===== config.mk =====
export PLATFORM = sky130hd
export DESIGN_NAME = alu_seq_unit
export DESIGN_NICKNAME = d
export VERILOG_FILES = /design/src/rtl/alu_seq_unit.sv
export SDC_FILE = /design/constraint.sdc
export NUM_CORES = 1
export LEC_CHECK = 0
export ABC_CLOCK_PERIOD_IN_PS = 800
export BUFFER_PORTS_ARGS = -buffer_cell sky130_fd_sc_hd__buf_4
export CORE_MARGIN = 4
export CORE_UTILIZATION = 40
export DETAILED_ROUTE_END_ITERATION = 12
export SYNTH_ARGS = -nofsm -noshare
export SYNTH_HDL_FRONTEND = slang
export SYNTH_SLANG_ARGS = --single-unit

===== constraint.sdc =====
create_clock -name clk -period 0.8 [get_ports clk]
set_input_delay 0.12 -clock clk [delete_from_list [all_inputs] [get_ports clk]]
set_output_delay 0.12 -clock clk [all_outputs]
set_load 0.01 [all_outputs]

===== src/rtl/alu_seq_unit.sv =====
// Decoded ALU with a start/done handshake and registered result and flags.
// Define ALU_SEQ_MUL_EN to build in the WIDTH-cycle shift-add multiplier (func 5 under ALUop 01).
module alu_seq_unit #(
    parameter int WIDTH = 32
) (
    input  logic             clk,
    input  logic             rst_n,
    input  logic             start,
    input  logic [1:0]       ALUop,
    input  logic [2:0]       func,
    input  logic [WIDTH-1:0] a,
    input  logic [WIDTH-1:0] b,
    output logic             ready,
    output logic             done,
    output logic [WIDTH-1:0] result,
    output logic             zero,
    output logic             neg,
    output logic             carry,
    output logic             ovf,
    output logic             illegal
);

    typedef enum logic [2:0] {OP_ADD, OP_SUB, OP_RSB, OP_AND, OP_NOT, OP_MUL, OP_ILL} op_e;
    typedef enum logic [1:0] {S_IDLE, S_MUL, S_DONE} state_e;

    state_e           state, state_nx;
    op_e              op;
    logic             accept;
    logic [WIDTH-1:0] add_x, add_y;
    logic             add_cin;
    logic [WIDTH+1:0] arith;
    logic [WIDTH-1:0] ex_res;
    logic             ex_c, ex_v, ex_ill;

    // Returns {signed overflow, carry-out, sum}; subtraction is x + ~y + 1.
    function automatic logic [WIDTH+1:0] add_cv(input logic [WIDTH-1:0] x,
                                                 input logic [WIDTH-1:0] y,
                                                 input logic             cin);
        logic [WIDTH:0] sum;
        sum = {1'b0, x} + {1'b0, y} + {{WIDTH{1'b0}}, cin};
        return {(x[WIDTH-1] == y[WIDTH-1]) && (sum[WIDTH-1] != x[WIDTH-1]), sum};
    endfunction

    always_comb begin
        op = OP_ILL;
        case (ALUop)
            2'b00: op = OP_ADD;
            2'b10: op = OP_SUB;
            2'b11: op = OP_AND;
            default: begin
                case (func)
                    3'd0: op = OP_ADD;
                    3'd1: op = OP_SUB;
                    3'd2: op = OP_RSB;
                    3'd3: op = OP_AND;
                    3'd4: op = OP_NOT;
`ifdef ALU_SEQ_MUL_EN
                    3'd5: op = OP_MUL;
`endif
                    default: op = OP_ILL;
                endcase
            end
        endcase
    end

    // Single-cycle execute: one shared adder serves ADD, SUB and RSB.
    always_comb begin
        add_x   = a;
        add_y   = b;
        add_cin = 1'b0;
        if (op == OP_SUB) begin
            add_y   = ~b;
            add_cin = 1'b1;
        end else if (op == OP_RSB) begin
            add_x   = b;
            add_y   = ~a;
            add_cin = 1'b1;
        end
        arith  = add_cv(add_x, add_y, add_cin);
        ex_res = '0;
        ex_c   = 1'b0;
        ex_v   = 1'b0;
        ex_ill = 1'b0;
        case (op)
            OP_ADD, OP_SUB, OP_RSB: {ex_v, ex_c, ex_res} = arith;
            OP_AND:                 ex_res = a & b;
            OP_NOT:                 ex_res = ~a;
            OP_ILL:                 ex_ill = 1'b1;
            default:                ;
        endcase
    end

`ifdef ALU_SEQ_MUL_EN
    localparam int CNT_W = $clog2(WIDTH + 1);

    logic                 mul_go, mul_last;
    logic [CNT_W-1:0]     cnt;
    logic [2*WIDTH-1:0]   mcand, acc, acc_nx;
    logic [WIDTH-1:0]     mplier;

    assign acc_nx = mplier[0] ? acc + mcand : acc;

    always_ff @(posedge clk or negedge rst_n) begin
        if (!rst_n)
            cnt <= '0;
        else if (mul_go)
            cnt <= '0;
        else if (state == S_MUL)
            cnt <= cnt + CNT_W'(1);
    end

    // Multiplier datapath: no reset needed, always loaded on accept.
    always_ff @(posedge clk) begin
        if (mul_go) begin
            mcand  <= {{WIDTH{1'b0}}, a};
            mplier <= b;
            acc    <= '0;
        end else if (state == S_MUL) begin
            acc    <= acc_nx;
            mcand  <= mcand << 1;
            mplier <= mplier >> 1;
        end
    end

    assign ready = (state != S_MUL);
`else
    assign ready = 1'b1;
`endif

    assign done = (state == S_DONE);

    always_comb begin
        state_nx = state;
        accept   = 1'b0;
`ifdef ALU_SEQ_MUL_EN
        mul_go   = 1'b0;
        mul_last = 1'b0;
`endif
        case (state)
            S_IDLE, S_DONE: begin
                state_nx = S_IDLE;
                if (start) begin
                    accept   = 1'b1;
                    state_nx = S_DONE;
`ifdef ALU_SEQ_MUL_EN
                    if (op == OP_MUL) begin
                        mul_go   = 1'b1;
                        state_nx = S_MUL;
                    end
`endif
                end
            end
`ifdef ALU_SEQ_MUL_EN
            S_MUL: begin
                if (cnt == CNT_W'(WIDTH - 1)) begin
                    mul_last = 1'b1;
                    state_nx = S_DONE;
                end
            end
`endif
            default: state_nx = S_IDLE;
        endcase
    end

    always_ff @(posedge clk or negedge rst_n) begin
        if (!rst_n) begin
            state   <= S_IDLE;
            result  <= '0;
            zero    <= 1'b1;
            neg     <= 1'b0;
            carry   <= 1'b0;
            ovf     <= 1'b0;
            illegal <= 1'b0;
        end else begin
            state <= state_nx;
            if (accept)
                illegal <= ex_ill;
            if (accept && state_nx == S_DONE) begin
                result <= ex_res;
                zero   <= (ex_res == '0);
                neg    <= ex_res[WIDTH-1];
                carry  <= ex_c;
                ovf    <= ex_v;
            end
`ifdef ALU_SEQ_MUL_EN
            if (mul_last) begin
                result <= acc_nx[WIDTH-1:0];
                zero   <= (acc_nx[WIDTH-1:0] == '0);
                neg    <= acc_nx[WIDTH-1];
                carry  <= 1'b0;
                ovf    <= |acc_nx[2*WIDTH-1:WIDTH];
            end
`endif
        end
    end

endmodule


==> results.toml, run 1 <==
[power_and_ir_drop]
p_comb_frac = 0.670
clock_power_share = 0.144
intPower_w = 0.00824
cellPowerDensity_mw_per_mm2 = 1490
p_seq_frac = 0.186
p_sw_w = 0.00525
switching_share = 0.389
peakVddDrop_mv = 1.30
p_leak_nw = 4.02

[layout]
finish.instance_area_sq_mm = 0.00908
fin_cells = 1139
n_antenna_cell = 0
post-route-util = 0.782
final_cell_mix = "buf_4 (296), a21oi_1 (93), nor2_1 (78)"
fill_cells = 837
fin_nets = 1101
final_common_cell = "buf_4"
layout-drive-gt1-share = 0.553
syn_to_final_growth_pct = 87.9

[global_route]
grt_overflow = 0
antenna_found_initial = 0
grt_pass1_wl_microns = 32500
grt_max_degree = 69
grt_util_all_layers = 0.280
grt_pass1_vias = 6379

[logic_synthesis]
syn_inst = 660
synth_seq_cells = 37
yosysWarnings = 0
synthesis.nets = 766
ys_seq_area_frac = 0.192
avgSynthCellArea_sq_um = 7.32
synth_top_family_by_area = "compound AO/OA/AOI/OAI gates"
async_reset_ff_frac = 1.00
synth-simple-area-share = 0.207
synthXorXnorAreaFrac = 0.0344
synth-adder-area-share = 0.0896
synth.distinct_cells = 73
synth.cell_area_sq_mm = 0.00483
synth_enable_flop_cells = 0
synthMuxAreaShare = 0.0862
synth_compound_area_frac = 0.340
synthFlopType = "dfrtp_1"

[job]
max_cap_viol_count = 0

[placed_design]
hpwl_microns = 14500
gp_congestion = 0.919
place_inst = 1068
buffer_ports.inserted = 109
place_ws_ns = -3.73
placed_area_sq_mm = 0.00731

[die]
start_util = 0.416
die_height_microns = 118
fp-row-count = 39
die_w_microns = 118
core-area_sq_mm = 0.0116
die_area_sq_mm = 0.0139
io_pins = 111

[sta]
finalClockSkew_ns = 0
rsz0062_at_grt = "true"
final.min_clock_period_ns = 4.17
fmax_mhz = 240
finalMaxSlewViolations = 0
setup_violations = 73
fin_ws_ns = -3.37
period_share = 5.21
hold_viol = 0
worstMarginPinSlew_ns = 0.511
slew_headroom = 0.656

[clocking]
h-tree-depth = 2
cts-buffers-inserted = 5
path_clk_slew_ns = 0.06
clkSinkCount = 37
max-clock-path-buffers = 2
clkLatencyLatePin_ns = 0.28
cts_tree = "yes"
cts-root-buf = "clkbuf_16"

[route]
final_antenna_net_count = 0
wl_per_cell_microns = 18.7
wl_microns = 21300
firstDrtPassIters = 8
drcViolationCount = 0
avgViaCountPerCell = 5.77
dr_total_vias = 6570
initialDrtViolationCount = 460

[critical_path]
critPathLaunchType = "input port"
crit_path_end_kind = "flip-flop"
arrival_ns = 4.38
worstPathMaxFanout = 4
cp.required_ns = 1.01
critPathKind = "input port to flip-flop"

[outcome]
status = "finished with violations"
failed_checks = "negative setup slack"

[hold_path]
hp-class = "input port to flip-flop"
area by class of cell:
type	instances	area [sq um]	area share
clock buffer	5	125	0.0138
clock inverter	3	17.5	0.00193
inverter	12	45.0	0.00496
multi-input combinational	568	4600	0.506
sequential	37	927	0.102
tap	143	179	0.0197
timing repair buffer	371	3190	0.351
worst paths after layout:
check / startpoint / end / slack (ns) / cells after the start
setup / recovery: ALUop[1] / zero / -3.37 / 23
hold / removal: func[2] / illegal / 0.20 / 3
setup reg to reg: neg / neg / -0.10 / 4
hold reg to reg: result[25] / result[25] / 0.52 / 1
max in group asynchronous: rst_n / zero / 0.19 / 3
min in group asynchronous: rst_n / result[24] / 0.36 / 3
metrics by stage:
stage / hold WS (ns) / TNS (ns) / total power [W]
after global routing: 0.232 / -98.12 / 0.0142
after global placement: 0.0892 / -99.07 / 0.00905
after floorplan: -0.176 / -87.13 / 0.00573
after CTS: 0.145 / -92.69 / 0.0126
after detailed placement: 0.0907 / -100.99 / 0.00918
final: 0.200 / -93.43 / 0.0135
repair_timing:
action | 4_1_cts | 5_1_grt
buffers inserted | 49 | 30
pin swaps | 35 | 43
resized for setup | 141 | 87
hold buffers | 1 | 0
cloned | 2 | 1
endpoints found under the hold margin | 36 | 0
setup endpoints to repair | 74 | 74
kinds of logic after synthesis:
family          Yosys count
buf+inv                  55
simple gates            207
compound gates          270
other cells               1
xor+xnor                 19
flops                    37
mux                      37
fa+ha+maj                34
synth_stat cells, types with 3 or more instances:
library cell	number	area [sq um]
and4_1	6	52.6
xor2_1	13	114
nand4_1	12	75.1
mux2_2	33	372
nand3_1	28	140
a21oi_1	139	696
o21ai_2	3	26.3
o221ai_1	3	26.3
nand2_1	34	128
or2_2	3	18.8
a21o_1	8	60.1
and2_1	6	37.5
nor3_1	7	35.0
mux2i_1	3	30.0
a211oi_1	8	60.1
or3_1	4	25.0
nor2_1	86	323
o21a_1	10	75.1
o21bai_1	4	30.0
ha_1	33	413
xnor2_1	6	52.6
inv_1	12	45.0
buf_4	4	30.0
dfrtp_1	36	901
o21ai_0	36	180
clkbuf_1	33	124
a31oi_1	15	93.8
buf_2	4	20.0
o22ai_1	8	50.1
nor2b_1	4	25.0
o211ai_1	9	67.6
registers in the layout (all words and copies together), names as in the netlist:
name     count
result      31
neg          1
carry        1
state        1
ovf          1
illegal      1
zero         1
worst max-delay path, stage by stage:
cell      delay (ns)
buf_6           0.09
and2b_2         0.24
and4bb_4        0.30
nor2b_4         0.06
nor2_2          0.09
a21oi_2         0.05
a21oi_4         0.15
ha_4            0.23
and4bb_4        0.20
a221oi_4        0.25
inv_2           0.07
fa_2            0.38
a211oi_4        0.30
o31ai_4         0.12
o21ai_2         0.20
buf_6           0.15
a21oi_2         0.06
or4b_1          0.50
o311a_1         0.14
o2111a_1        0.15
and4_1          0.14
and4_1          0.18
a32o_1          0.21
power groups by stage:
stage               Clock, W  Combinational [W]  Sequential [W]
floorplan                  0            0.00316         0.00257
global placement           0            0.00660         0.00245
detailed placement         0            0.00670         0.00247
CTS                  0.00199            0.00807         0.00249
global route         0.00207            0.00961         0.00254
finish               0.00195            0.00904         0.00250
routing by layer:
metal / share of wire / vias to the layer above / GRT usage
met5: 0 / - / 0
met4: 0.013 / 0 / 0.0542
met3: 0.058 / 27 / 0.0394
met2: 0.49 / 249 / 0.470
met1: 0.44 / 3159 / 0.386
li1: - / 3135 / -
Power figures use the tool's default switching activity.
==> run 2, diff against run 1 <==
REMOVE_ABC_BUFFERS = 1   (was default)
==> results.toml, run 2 (synthesized netlist as in run 1, its figures left out) <==
[critical_path]
worstPathMaxFanout = 3
crit_path_end_kind = "flip-flop"
critPathKind = "input port to flip-flop"
cp.required_ns = 1.04
arrival_ns = 4.65
r2r-end = "result[0]"
critPathLaunchType = "input port"
reg2reg_from = "result[0]"
r2r_setup_slack_ns = -0.11
rr_worst_depth = 3

[sta]
hold_ws_ns = 0.290
fmax_mhz = 227
finalClockSkew_ns = 0
hold_viol = 0
finalMaxSlewViolations = 0
fin_ws_ns = -3.60
setup_violations = 73
final.min_clock_period_ns = 4.40
rsz0062_at_grt = "true"
period_share = 5.50

[outcome]
failed_checks = "negative setup slack"
status = "finished with violations"

[die]
io_pins = 111
core-area_sq_mm = 0.0116
fp-row-count = 39
die_height_microns = 118
start_util = 0.416
die_area_sq_mm = 0.0139
die_w_microns = 118

[job]
max_cap_viol_count = 0

[layout]
post-route-util = 0.782
largest_register_ffs = 31
syn_to_final_growth_pct = 88.0
fin_cells = 1130
n_antenna_cell = 0
fill_cells = 828
fin_nets = 1092
final_cell_mix = "buf_4 (291), a21oi_1 (85), nor2_1 (79)"
top_register = "result"
layout-drive-gt1-share = 0.561
final_common_cell = "buf_4"

[clocking]
clkLatencyLatePin_ns = 0.30
cts-root-buf = "clkbuf_16"
cts-buffers-inserted = 5
clkSinkCount = 37
h-tree-depth = 2
cts_tree = "yes"
max-clock-path-buffers = 2
path_clk_slew_ns = 0.07

[hold_path]
hp-class = "input port to flip-flop"
hold_depth = 4
hold_start = "b[27]"
hold_end = "result[27]"

[route]
avgViaCountPerCell = 5.85
wl_per_cell_microns = 19.6
wl_microns = 22200
firstDrtPassIters = 5
dr_total_vias = 6605
final_antenna_net_count = 0
initialDrtViolationCount = 424
drcViolationCount = 0

[placed_design]
hpwl_microns = 14300
place_inst = 1065
gp_congestion = 0.921
place_ws_ns = -3.97
buffer_ports.inserted = 109

[global_route]
grt_pass1_vias = 6816
grt_pass1_wl_microns = 34100
grt_max_degree = 69
grt_util_all_layers = 0.295
grt_overflow = 0
antenna_found_initial = 0

[power_and_ir_drop]
p_leak_nw = 3.95
peakVddDrop_mv = 1.11
cellPowerDensity_mw_per_mm2 = 1550
run 2: layout make-up:
| cell class | instances | area (sq um) | area share |
|---|---|---|---|
| multi-input combinational | 568 | 4670 | 0.514 |
| timing repair buffer | 362 | 3090 | 0.340 |
| sequential | 37 | 927 | 0.102 |
| inverter | 12 | 45.0 | 0.00496 |
| clock inverter | 2 | 37.5 | 0.00413 |
| clock buffer | 6 | 139 | 0.0153 |
| tap | 143 | 179 | 0.0197 |
run 2: metal layers:
layer / wire [microns] / share of wire / track usage
met5: 0 / 0 / 0
met4: 695 / 0.031 / 0.0923
met3: 1320 / 0.060 / 0.0505
met2: 11100 / 0.50 / 0.516
met1: 9010 / 0.41 / 0.368
run 2: report_power, final:
part           total [W]  internal, W  switching, W
Clock            0.00253      0.00156      0.000968
Sequential       0.00246      0.00221      0.000259
Combinational    0.00908      0.00486       0.00421
run 2: through the flow:
stage	TNS, ns	area (sq um)	power (W)
detailed placement	-106.81	7130	0.00898
floorplan	-159.15	4640	0.00545
CTS	-92.92	8660	0.0133
finish	-96.48	9080	0.0141
global placement	-103.70	7130	0.00890
global route	-101.16	9080	0.0148
run 2: repair_timing:
action | 4_1_cts | 5_1_grt
hold endpoints to repair | 36 | 0
hold buffers | 1 | 0
gates cloned | 2 | 1
endpoints found under the setup margin | 74 | 74
setup buffers | 59 | 24
pin swaps | 77 | 65
gates resized for setup | 203 | 66
run 2: worst max path at each step:
| stage | startpoint | to | slack, ns | cells past startpoint |
|---|---|---|---|---|
| 6_report | ALUop[0] | zero | -3.60 | 23 |
| 5_1_grt | ALUop[0] | zero | -3.76 | 25 |
| 4_1_cts | ALUop[1] | zero | -3.42 | 23 |
| 3_5_place_dp | ALUop[1] | zero | -3.97 | 20 |
| 3_3_place_gp | ALUop[1] | zero | -3.82 | 19 |
| 2_1_floorplan | ALUop[1] | zero | -5.90 | 21 |
run 2: critical path: stages:
cell,delay (ns)
buf_4,0.11
and2b_2,0.22
and4bb_4,0.24
buf_4,0.15
buf_6,0.12
a21oi_2,0.18
ha_4,0.23
and4bb_4,0.22
a221oi_4,0.31
inv_2,0.07
fa_2,0.38
a211oi_4,0.33
buf_4,0.17
nor2_2,0.04
xor2_1,0.17
a21oi_2,0.15
and4_1,0.20
and4_4,0.24
nand4_1,0.16
nor4_2,0.30
buf_4,0.16
and4_1,0.20
a32o_1,0.17
